File: src/rtl/if_inst_queue.sv
// IF->ID instruction queue: circular buffer of {adef, inst, pc} entries, flushed on exception/ertn or branch cancel.
// Optional zero-latency empty-queue forwarding when IFQ_BYPASS_EN is defined.
module if_inst_queue #(
    parameter int unsigned DEPTH = 4,
    parameter int unsigned WIDTH = 65
) (
    input  logic                       clk,
    input  logic                       reset,
    input  logic                       flush,
    input  logic                       br_cancel,
    input  logic                       fs_to_ds_valid,
    input  logic [WIDTH-1:0]           fs_to_ds_bus,
    output logic                       iq_allow_in,
    output logic                       iq_to_ds_valid,
    output logic [WIDTH-1:0]           iq_to_ds_bus,
    input  logic                       ds_allow_in,
    output logic [$clog2(DEPTH):0]     iq_count
);

    localparam int unsigned AW = $clog2(DEPTH);
    localparam int unsigned PW = AW + 1;

    logic [WIDTH-1:0] r_mem [DEPTH];
    logic [PW-1:0]    r_wptr;
    logic [PW-1:0]    r_rptr;

    logic             w_empty;
    logic             w_full;
    logic             w_kill;
    logic             w_push;
    logic             w_pop;
    logic [WIDTH-1:0] w_head;

    // Wrap bit distinguishes full from empty when the index bits match.
    assign w_empty = (r_wptr == r_rptr);
    assign w_full  = (r_wptr[AW-1:0] == r_rptr[AW-1:0]) && (r_wptr[AW] != r_rptr[AW]);
    assign w_kill  = flush | br_cancel;
    assign w_head  = w_empty ? WIDTH'(0) : r_mem[r_rptr[AW-1:0]];

    assign iq_allow_in = !w_full;
    assign iq_count    = r_wptr - r_rptr;

`ifdef IFQ_BYPASS_EN
    logic w_bypass;

    // Empty queue and a ready consumer: hand the IF entry straight to ID without storing it.
    assign w_bypass       = w_empty & fs_to_ds_valid & ds_allow_in & !w_kill;
    assign w_push         = fs_to_ds_valid & iq_allow_in & !w_kill & !w_bypass;
    assign w_pop          = !w_empty & !w_kill & ds_allow_in;
    assign iq_to_ds_valid = (!w_empty & !w_kill) | w_bypass;
    assign iq_to_ds_bus   = w_bypass ? fs_to_ds_bus : w_head;
`else
    assign w_push         = fs_to_ds_valid & iq_allow_in & !w_kill;
    assign iq_to_ds_valid = !w_empty & !w_kill;
    assign w_pop          = iq_to_ds_valid & ds_allow_in;
    assign iq_to_ds_bus   = w_head;
`endif

    // Pointer update; reset beats flush, flush beats push/pop.
    always_ff @(posedge clk) begin
        if (reset || w_kill) begin
            r_wptr <= '0;
            r_rptr <= '0;
        end else begin
            if (w_push) r_wptr <= r_wptr + PW'(1);
            if (w_pop)  r_rptr <= r_rptr + PW'(1);
        end
    end

    // Entry storage is deliberately not reset.
    always_ff @(posedge clk) begin
        if (!reset && w_push) r_mem[r_wptr[AW-1:0]] <= fs_to_ds_bus;
    end

endmodule
File: config.mk
export PLATFORM = sky130hd
export DESIGN_NAME = if_inst_queue
export DESIGN_NICKNAME = d
export VERILOG_FILES = /design/src/rtl/if_inst_queue.sv
export SDC_FILE = /design/constraint.sdc
export NUM_CORES = 1
export LEC_CHECK = 0
export CAP_MARGIN = 10
export CORE_MARGIN = 1
export CORE_UTILIZATION = 55
export CTS_CLUSTER_SIZE = 25
export DETAILED_ROUTE_END_ITERATION = 10
export GPL_TIMING_DRIVEN = 1
export PLACE_DENSITY = 0.8
export SETUP_SLACK_MARGIN = 0.05
export SLEW_MARGIN = 5
export SYNTH_ARGS = -nofsm -noshare
export SYNTH_HDL_FRONTEND = slang
export SYNTH_SLANG_ARGS = --single-unit
File: constraint.sdc
create_clock -name clk -period 7.6 [get_ports clk]
set_input_delay 1.14 -clock clk [delete_from_list [all_inputs] [get_ports clk]]
set_output_delay 1.14 -clock clk [all_outputs]
set_load 0.05 [all_outputs]
# == Word level (Yosys, flattened, before mapping) ==
# Memory sizes are Yosys's and may differ from the RTL's. A register that Yosys moved wholly into a read port is not among the register bits.
# Index checks and enable logic that the tools add are counted.
# totals
reg_bits,6
latch_bits,0
ram_bits,260
mem_bits_ro,0
in_bits,71
out_inout_bits,70
mem_count,1
# memory_table
memory,words,word_bits,read_ports,rd_ports_with_merged_regs,wr,line,rtl
r_mem,4,65,1,1,1,23,logic [WIDTH-1:0] r_mem [DEPTH];
# classes
n_addsub,3
multipliers,0
div_mod_pow,0
order_cmp,0
n_eq_ne,3
n_shift,0
muxes,5
bitwise,5
reduce_logical,7
# op_table
op,count
two-way mux 65 bit,1
adder 3 x 1 -> 3 bit (second input constant),2
AND 1 bit,4
logical NOT 1 bit,4
two-way mux 2 bit,2
== test 3 bit,1
subtractor 3 bit,1
== test 2 bit,1
logical AND 1 bit,2
two-way mux 1 bit,2
logical OR 1 bit,1
!= test 1 bit,1
OR 1 bit,1

# == Longest topological paths before layout ==
# Gate-level depths: netlist of the first run.
# logic_depth
word_depth,8
mapped_depth,7
depth_no_buf,5

# == Least setup slack after synthesis of the first run ==
# No wires, ideal clock.
# synth_timing
path_type,input-to-reg
startpoint,in br_cancel
endpoint,"mem r_mem[1][0], enable pin"
setup_ns,0.430
arrival_time_ns,3.378
required_time_ns,7.170
slack_ns,3.792
path_stages,3
path_buffers,1
path_cell_list,nor3_1 buf_4 and3_1
# synth_via
elab_chain_cells,6
# synth_lines
element,line,rtl
from (decl),10,"input logic br_cancel,"
OR 1 bit,37,assign w_kill = flush | br_cancel;
logical NOT 1 bit,53,assign w_push = fs_to_ds_valid & iq_allow_in & !w_kill;
AND 1 bit,53,
logical AND 1 bit,72,if (!reset && w_push) r_mem[r_wptr[AW-1:0]] <= fs_to_ds_bus;
two-way mux 1 bit,72,
two-way mux 1 bit (implied by the code),72,
to (decl),23,
# No other way between the ends.

# == Final worst setup path of the first run ==
# layout_timing
startpoint,reg r_wptr[0]
endpoint,out iq_to_ds_bus[3]
# layout_via
elab_chain_cells,2
# layout_lines
element,line,rtl
from (decl),24,logic [PW-1:0] r_wptr;
from (signal assigned),65,if (w_push) r_wptr <= r_wptr + PW'(1);
== test 3 bit,35,assign w_empty = (r_wptr == r_rptr);
two-way mux 65 bit,38,assign w_head = w_empty ? WIDTH'(0) : r_mem[r_rptr[AW-1:0]];
to (decl),15,"output logic [WIDTH-1:0] iq_to_ds_bus,"
# No other way between the ends.

==> results of run 1 <==
sequential cells by signal, indices dropped and copies added (netlist names), named ones only:
register / flops
r_mem: 260
r_rptr: 3
r_wptr: 3
layout by cell type (no fill, tap or decap):
master and count:
a21boi_1 1, a21boi_2 1, a21oi_1 2, and2_0 1, and2_4 1, and3_4 4, buf_4 3, bufinv_16 2
clkbuf_1 6, clkbuf_16 27, clkdlybuf4s50_1 140, clkinv_1 7, clkinv_2 3, clkinvlp_4 1, dfxtp_1 6, dfxtp_4 2
edfxtp_1 260, fa_1 1, ha_1 7, inv_1 5, mux2i_1 7, mux4_2 65, nand2_1 12, nand2b_1 3
nor2b_1 25, nor2b_4 40, nor3_1 2, xnor2_1 1, xnor2_2 1, xor2_1 1
stage by stage:
stage / instances / power, uW / util [%] / worst slack, ns
2_1_floorplan: 470 / 1724 / - / 3.792
6_report: 897 / 2984 / 69.31 / 2.407
3_3_place_gp: 851 / 1786 / 65.04 / 3.116
5_1_grt: 897 / 3062 / 69.31 / 2.251
4_1_cts: 897 / 3005 / 69.31 / 2.370
3_5_place_dp: 851 / 1792 / 65.04 / 2.949
cell families (layout without fill, tap and decap cells):
logic type	after synthesis	count (layout)	share of synthesized area [%]
flops	268	268	74.41
simple gates	88	88	7.665
mux	72	72	14.33
buf+inv	27	194	2.010
fa+ha+maj	8	8	1.005
compound gates	4	4	0.2688
xor+xnor	3	3	0.3156
worst max-delay path, stage by stage, from the launching register on:
cell	delay, ns
dfxtp_1	0.39
inv_1	0.13
ha_1	0.32
and2_0	0.32
and2_4	0.72
buf_4	0.74
nor2b_1	0.14
clkdlybuf4s50_1	0.74
cell type report:
| class | instances | area, sq um | area share (%) |
|---|---|---|---|
| inverters | 5 | 18.77 | 0.1433 |
| repair buffers | 143 | 1424 | 10.87 |
| multi-input cells | 175 | 2545 | 19.43 |
| flip-flops and latches | 268 | 7975 | 60.90 |
| clock buffers | 33 | 698.2 | 5.332 |
| clock inverters | 13 | 108.9 | 0.8313 |
| well taps | 260 | 325.3 | 2.484 |
report_power, final:
part | switching, uW | leakage [uW] | total, uW | internal [uW]
combinational | 69.1 | 0.00131 | 130 | 61.3
clock | 511 | 0.000391 | 1220 | 713
sequential | 2.64 | 0.00241 | 1630 | 1630
total | 583 | 0.00411 | 2980 | 2400
final timing paths:
path | start | endpoint | slack [ns] | cells after the start
worst max-delay path | r_wptr[0] | iq_to_ds_bus[3] | 2.41 | 7
worst min-delay path | r_wptr[0] | r_wptr[0] | 0.53 | 2
worst max register to register | r_wptr[0] | r_mem[1][59] | 4.48 | 5
worst min register to register | r_wptr[0] | r_wptr[0] | 0.53 | 2
routing by layer:
metal	up-vias	routed length, um
met5	-	13
li1	2193	-
met3	28	1086
met1	2612	8196
met2	148	9763
met4	2	354
==> flow_summary.toml, run 1 <==
[sta]
setup_viol_count_final = 0
whs_ns = 0.5288
sum_of_negative_setup_slack_ns = 0
timing.slew.headroom_pct = 30.80
hold_violations = 0
tightestPinTransition_ns = 1.038
finalCritPeriodShare_pct = 68.33
unrepaired_setup_endpoints_after_global_routing = "no"
final_period_minus_worst_setup_slack_ns = 5.193
timing.fmax_ghz = 0.1926
final-max-slew-violation-count = 0
fin_skew_ns = 0.009107

[yosys]
ys_warn_count = 0
ys.flop_type = "edfxtp_1"
async_flop_share_pct = 0
post-synth-top-count-cell = "edfxtp_1"
synth_area_per_cell_sq_um = 22.78
syn_nets = 549
yosys-top-cells-count = "edfxtp_1, mux4_2, nor2b_4"
synthDominantCellAreaShare_pct = 72.91
synth_top_cell_by_area = "edfxtp_1"
post_synth_instance_area_sq_um = 10710
cells_after_synth = 470
netlist_top_cells_area = "edfxtp_1, mux4_2, nor2b_4, dfxtp_1, nor2b_1"
sequential_share_of_the_synthesized_area_pct = 74.41
synth-edff-count = 260
ys_types = 26
ff_latch_count_synth = 268

[place]
gp_congestion = 0.7656
postPlaceCellArea_sq_um = 12290
placement.io_buffers = 140
place_hpwl_mm = 10.64

[die]
chipWidth_um = 141.5
core_area_sq_um = 18890
die_area_sq_um = 20030
die_height_um = 141.5
std_cell_rows = 50
starting_utilization_of_the_core_area_pct = 56.68
design.portCount = 141

[drt]
dr.pass1.iters = 4
vias_per_cell = 5.555
detail_route.wirelength_mm = 19.41
detail_route.iter0.violations = 292
postRouteAntennaNets = 0
via_total_after_detailed_routing = 4983
avgRoutedWirePerCell_um = 21.64
drc = 0

[clock_network]
hold_buffers = 0
post_cts_resized = 0
cts_htree_levels = 1
cts_setup_buffers = 0
clk_transition_reported_paths_ns = 0.06
clockRootBuffer = "clkbuf_16"
worst_skew_pair.late_latency_ns = 0.51
cts_tree = "built"
clockBufferDepth = 3
cts_num_sinks = 268
tritoncts.num_buffers = 26

[global_route]
grt_antenna_before_repair = 1
use_met3_pct = 4.151
groute.layer.met2.usage_pct = 33.78
grtUsageTotal_pct = 19.84
global_route.peak_usage_layer = "met2"
grt_start_max_net_pins = 66
fraction_of_met1_tracks_used_by_global_routing_pct = 26.58
first_global_vias = 5382
grt-ovfl-total = 0
grt_pass1_wl_mm = 29.75

[cells_and_area]
design_area_sq_um = 13100
antenna_diodes = 0
fraction_of_layout_cells_with_a_size_suffix_above_1_pct = 23.55
syn_to_final_growth_pct = 22.30
finalNetCount = 698
num-fill-cells = 1176

[run]
max-cap-violations = 0

[worst_setup_path]
setup.worst_path.end_class = "output port"
critPathArrivalTime_ns = 4.05
maximum_fanout_along_the_worst_path = 37
cp-start-kind = "register"
required_worst_endpoint_ns = 6.46
timing_worst_setup_path_type = "reg2out"

[status]
status = "finished clean"

[pwr]
power.density_nw_per_um2 = 227.9
total_leakage_power_uw = 0.004106
ir_worst_vdd_mv = 0.1525

[hold_path]
hold_path.class = "reg2reg"
Power figures use the tool's default switching activity.
==> run 2, diff against run 1 <==
--- a/config.mk
+++ b/config.mk
@@ -7,11 +7,11 @@
 export LEC_CHECK = 0
 export CAP_MARGIN = 10
 export CORE_MARGIN = 1
-export CORE_UTILIZATION = 55
+export CORE_UTILIZATION = 50
 export CTS_CLUSTER_SIZE = 25
 export DETAILED_ROUTE_END_ITERATION = 10
 export GPL_TIMING_DRIVEN = 1
-export PLACE_DENSITY = 0.8
+export PLACE_DENSITY = 0.76
 export SETUP_SLACK_MARGIN = 0.05
 export SLEW_MARGIN = 5
 export SYNTH_ARGS = -nofsm -noshare
==> constraint.sdc (replaced) <==
create_clock -name clk -period 4.75 [get_ports clk]
set_input_delay 0.7125 -clock clk [delete_from_list [all_inputs] [get_ports clk]]
set_output_delay 0.7125 -clock clk [all_outputs]
set_load 0.05 [all_outputs]
==> flow_summary.toml, run 2 (synthesis gave the netlist of run 1 again) <==
[status]
status = "finished clean"

[global_route]
grt_start_max_net_pins = 66
grt_antenna_before_repair = 0
grtUsageTotal_pct = 17.30
grt_pass1_wl_mm = 28.55
grt-ovfl-total = 0
first_global_vias = 5276

[pwr]
power.density_nw_per_um2 = 365.5
comb_power_share_pct = 4.3
p_int_uw = 3895
share_clk_of_total_power_pct = 41.5
p_seq_share_pct = 54.1
power.switching_fraction_pct = 19.13
ir_worst_vdd_mv = 0.2751
switchingPower_uw = 921.4
fin_total_pwr_uw = 4817
total_leakage_power_uw = 0.004135

[drt]
postRouteAntennaNets = 0
detail_route.wirelength_mm = 18.68
via_total_after_detailed_routing = 4901
vias_per_cell = 5.362
drc = 0
dr.pass1.iters = 4
avgRoutedWirePerCell_um = 20.44
detail_route.iter0.violations = 217

[clock_network]
post_cts_resized = 0
clk_transition_reported_paths_ns = 0.06
clockRootBuffer = "clkbuf_16"
worst_skew_pair.late_latency_ns = 0.51
cts_tree = "built"
hold_buffers = 0
cts_num_sinks = 268
cts_htree_levels = 1
tritoncts.num_buffers = 27
clockBufferDepth = 3
cts_setup_buffers = 0

[sta]
whs_ns = 0.5250
tightestPinTransition_ns = 1.044
timing.slew.headroom_pct = 30.43
final_period_minus_worst_setup_slack_ns = 4.262
sum_of_negative_setup_slack_ns = 0
final-max-slew-violation-count = 0
hold_violations = 0
fin_skew_ns = 0.006602
setup_viol_count_final = 0
unrepaired_setup_endpoints_after_global_routing = "no"
finalCritPeriodShare_pct = 89.73
timing.fmax_ghz = 0.2346

[worst_setup_path]
timing_worst_setup_path_type = "reg2out"
critPathArrivalTime_ns = 3.55
maximum_fanout_along_the_worst_path = 33
setup.worst_path.end_class = "output port"
cp_cell_sequence = "inv_1, ha_1, and2_0, and2_4, buf_4, nor2b_1, clkdlybuf4s50_1"
required_worst_endpoint_ns = 4.04
worst_path_max_delay_cell = "clkdlybuf4s50_1"
cp_slowest_stage_delay_ns = 0.71
cp-start-kind = "register"

[place]
gp_congestion = 0.7666
place_hpwl_mm = 10.44
placement.io_buffers = 140

[die]
starting_utilization_of_the_core_area_pct = 50.94
die_height_um = 148.3
design.portCount = 141
chipWidth_um = 148.3
std_cell_rows = 53
die_area_sq_um = 22000
core_area_sq_um = 21020

[run]
max-cap-violations = 0

[cells_and_area]
largest_reg_flops = 260
mostFrequentLayoutCell = "edfxtp_1"
finalNetCount = 701
layout_common_cells = "edfxtp_1, clkdlybuf4s50_1, mux4_2"
syn_to_final_growth_pct = 23.08
fraction_of_layout_cells_with_a_size_suffix_above_1_pct = 23.79
antenna_diodes = 0
final_core_util_pct = 62.69

[hold_path]
hold_path.class = "reg2reg"
run 2: cell types whose count changed in the layout (fill, tap and decap cells not counted), sizes merged:
| cell | delta |
|---|---|
| clkbuf | -1 |
| buf | +2 |
| bufinv | +1 |
run 2: final cells by class:
class                   count  area (sq um)
clock inverters            14         137.6
repair buffers            145          1464
clock buffers              32         694.4
multi-input cells         175          2545
inverters                   5         18.77
well taps                 275         344.1
fillers                  1443          7843
flip-flops and latches    268          7975
run 2: per-stage QoR:
stage,cell area (sq um),setup WS (ns),cells
detailed placement,12350,1.038,868
CTS,13180,0.4757,914
finish,13180,0.4878,914
global route,13180,0.3033,914
floorplan,10710,1.340,470
global placement,12350,1.147,868
run 2: layer usage:
metal | up-vias | wire, um | GRT usage [%] | share of wire [%]
met4 | 0 | 362 | 4.536 | 1.9
met5 | - | 0 | 0 | 0
met1 | 2524 | 7875 | 23.21 | 42
met2 | 150 | 9399 | 29.48 | 50
li1 | 2196 | - | - | -
met3 | 31 | 1040 | 2.945 | 5.6
run 2: final timing paths:
check,startpoint,end,slack (ns),cells past startpoint
worst min-delay path,r_wptr[0],r_wptr[0],0.53,2
worst min register to register,r_wptr[0],r_wptr[0],0.53,2
worst max-delay path,r_wptr[0],iq_to_ds_bus[58],0.49,7
worst max register to register,r_wptr[0],r_mem[2][41],1.71,5
run 2: power groups by stage:
stage	Sequential (uW)	Clock, uW	Combinational, uW
floorplan	2660	0	99.4
global placement	2660	0	203
detailed placement	2660	0	210
CTS	2610	2040	211
global route	2610	2120	221
finish	2610	2000	209
run 2: worst max-delay path: cells and delay by family (launching register included):
family	cells	cell delay, ns
adders and majority gates	1	0.30
buffers and inverters	3	1.25
DFF	1	0.39
and+or+nand+nor	3	1.04
==> run 3, diff against run 2 <==
--- a/config.mk
+++ b/config.mk
@@ -6,14 +6,17 @@
 export NUM_CORES = 1
 export LEC_CHECK = 0
 export CAP_MARGIN = 10
+export CELL_PAD_IN_SITES_DETAIL_PLACEMENT = 2
+export CELL_PAD_IN_SITES_GLOBAL_PLACEMENT = 2
 export CORE_MARGIN = 1
-export CORE_UTILIZATION = 50
+export CORE_UTILIZATION = 38
 export CTS_CLUSTER_SIZE = 25
 export DETAILED_ROUTE_END_ITERATION = 10
 export GPL_TIMING_DRIVEN = 1
-export PLACE_DENSITY = 0.76
+export PLACE_DENSITY_LB_ADDON = 0.1
 export SETUP_SLACK_MARGIN = 0.05
 export SLEW_MARGIN = 5
 export SYNTH_ARGS = -nofsm -noshare
 export SYNTH_HDL_FRONTEND = slang
 export SYNTH_SLANG_ARGS = --single-unit
+export TNS_END_PERCENT = 20
==> flow_summary.toml, run 3 (synthesis gave the netlist of run 1 again) <==
[place]
placement.io_buffers = 140
gp_congestion = 0.7047
post-place-ws_ns = 1.369
place_hpwl_mm = 13.71

[die]
starting_utilization_of_the_core_area_pct = 38.54
die_height_um = 169.9
design.portCount = 141
die_area_sq_um = 28850
core_area_sq_um = 27780
chipWidth_um = 169.9
std_cell_rows = 61

[cells_and_area]
mostFrequentLayoutCell = "edfxtp_1"
ff_latch_area_sq_um = 7975
multi_input_comb_area_sq_um = 2545
fraction_of_layout_cells_with_a_size_suffix_above_1_pct = 25.27
num-fill-cells = 2502
largest_reg_flops = 260
syn_to_final_growth_pct = 25.99
finalNetCount = 712
layout_common_cells = "edfxtp_1, clkdlybuf4s50_1, mux4_2"
antenna_diodes = 0

[global_route]
global_route.peak_usage_layer = "met2"
groute.layer.met2.usage_pct = 28.67
grt_start_max_net_pins = 66
grt-ovfl-total = 0
first_global_vias = 5803
grtUsageTotal_pct = 16.18
use_met3_pct = 2.814
grt_antenna_before_repair = 0
fraction_of_met1_tracks_used_by_global_routing_pct = 20.90
grt_pass1_wl_mm = 34.68

[drt]
dr.pass1.iters = 4
vias_per_cell = 4.884
avgRoutedWirePerCell_um = 22.04
postRouteAntennaNets = 0
drc = 0
via_total_after_detailed_routing = 5055
detail_route.iter0.violations = 296
detail_route.wirelength_mm = 22.82

[sta]
final_period_minus_worst_setup_slack_ns = 3.921
timing.final.ws_setup_ns = 0.8295
tightestPinTransition_ns = 1.090
fin_skew_ns = 0.01559
finalCritPeriodShare_pct = 82.54
setup_viol_count_final = 0
unrepaired_setup_endpoints_after_global_routing = "no"
final-max-slew-violation-count = 0
timing.fmax_ghz = 0.2551
sum_of_negative_setup_slack_ns = 0
hold_violations = 0
timing.slew.headroom_pct = 27.33

[worst_setup_path]
maximum_fanout_along_the_worst_path = 24
cp_slowest_stage_delay_ns = 0.72
cp_cell_sequence = "inv_1, ha_1, and2_0, and2_4, buf_4, nor2b_1, clkdlybuf4s50_1"
setup.worst_path.end_class = "output port"
reg2reg_from = "r_wptr[0]"
required_worst_endpoint_ns = 4.04
critPathArrivalTime_ns = 3.21
timing_worst_setup_path_type = "reg2out"
ff2ff_path_depth = 6
cp-start-kind = "register"
critical_path.reg2reg.endpoint = "r_mem[1][2]"
worst_path_max_delay_cell = "clkdlybuf4s50_1"
worst_setup_slack_for_register_to_register_paths_ns = 1.65

[pwr]
switchingPower_uw = 1003
p_seq_share_pct = 51.7
share_clk_of_total_power_pct = 44.1
total_leakage_power_uw = 0.004246
ir_worst_vdd_mv = 0.2659
power.switching_fraction_pct = 19.87
comb_power_share_pct = 4.3
power.density_nw_per_um2 = 374.1
fin_total_pwr_uw = 5047
p_int_uw = 4044

[clock_network]
cts_num_sinks = 268
clk_transition_reported_paths_ns = 0.06
cts_htree_levels = 1
clockRootBuffer = "clkbuf_16"
post_cts_resized = 0
cts_setup_buffers = 0
worst_skew_pair.late_latency_ns = 0.54
hold_buffers = 0
cts_tree = "built"
tritoncts.num_buffers = 30
clockBufferDepth = 3

[status]
status = "finished clean"

[hold_path]
hold_path_startpoint = "r_wptr[0]"
hold_path.class = "reg2reg"
hold-path-endpoint = "r_wptr[0]"
hold_path_depth = 2

[run]
max-cap-violations = 0
[run 3: area by class of cell]
cell class	instances	area share, %
inverters	5	0.1391
flip-flops and latches	268	59.12
repair buffers	153	11.30
clock inverters	20	1.187
clock buffers	36	5.889
multi-input cells	175	18.86
well taps	378	3.506
[run 3: critical path: cells and delay by family (launching register included)]
family	cells	cell delay, ns
simple gates	3	0.66
buf+inv	3	1.28
flops	1	0.38
fa+ha+maj	1	0.32
[run 3: worst max path at each step]
stage | from | endpoint | slack, ns | cells past startpoint
floorplan | r_wptr[0] | r_mem[0][0] | 1.34 | 5
global placement | register | iq_to_ds_bus[57] | 1.46 | 4
detailed placement | r_wptr[0] | iq_to_ds_bus[59] | 1.37 | 7
CTS | r_wptr[0] | iq_to_ds_bus[59] | 0.77 | 7
global route | r_wptr[0] | iq_to_ds_bus[60] | 0.63 | 7
finish | r_wptr[0] | iq_to_ds_bus[59] | 0.83 | 7
[run 3: per-layer routing]
metal | vias to the layer above | wire length [um] | part of all wire, %
met1 | 2690 | 9571 | 42
met4 | 0 | 274 | 1.2
met5 | - | 0 | 0
met2 | 115 | 11920 | 52
met3 | 24 | 1050 | 4.6
li1 | 2226 | - | -
[run 3: metrics by stage]
step                std cells  hold WS, ns  util (%)  cell area, sq um
detailed placement        979       0.5129     45.12             12540
floorplan                 470       0.4688         -             10710
CTS                      1035       0.5228     48.56             13490
finish                   1035       0.5204     48.56             13490
global placement          979       0.4795     45.12             12540
global route             1035       0.5602     48.56             13490
[run 3: power by group through the flow]
stage	Clock [uW]	Sequential, uW	Combinational (uW)
after floorplan	0	2660	99.4
after global placement	0	2660	209
after detailed placement	0	2660	217
after CTS	2300	2610	218
after global routing	2380	2610	227
final	2220	2610	215
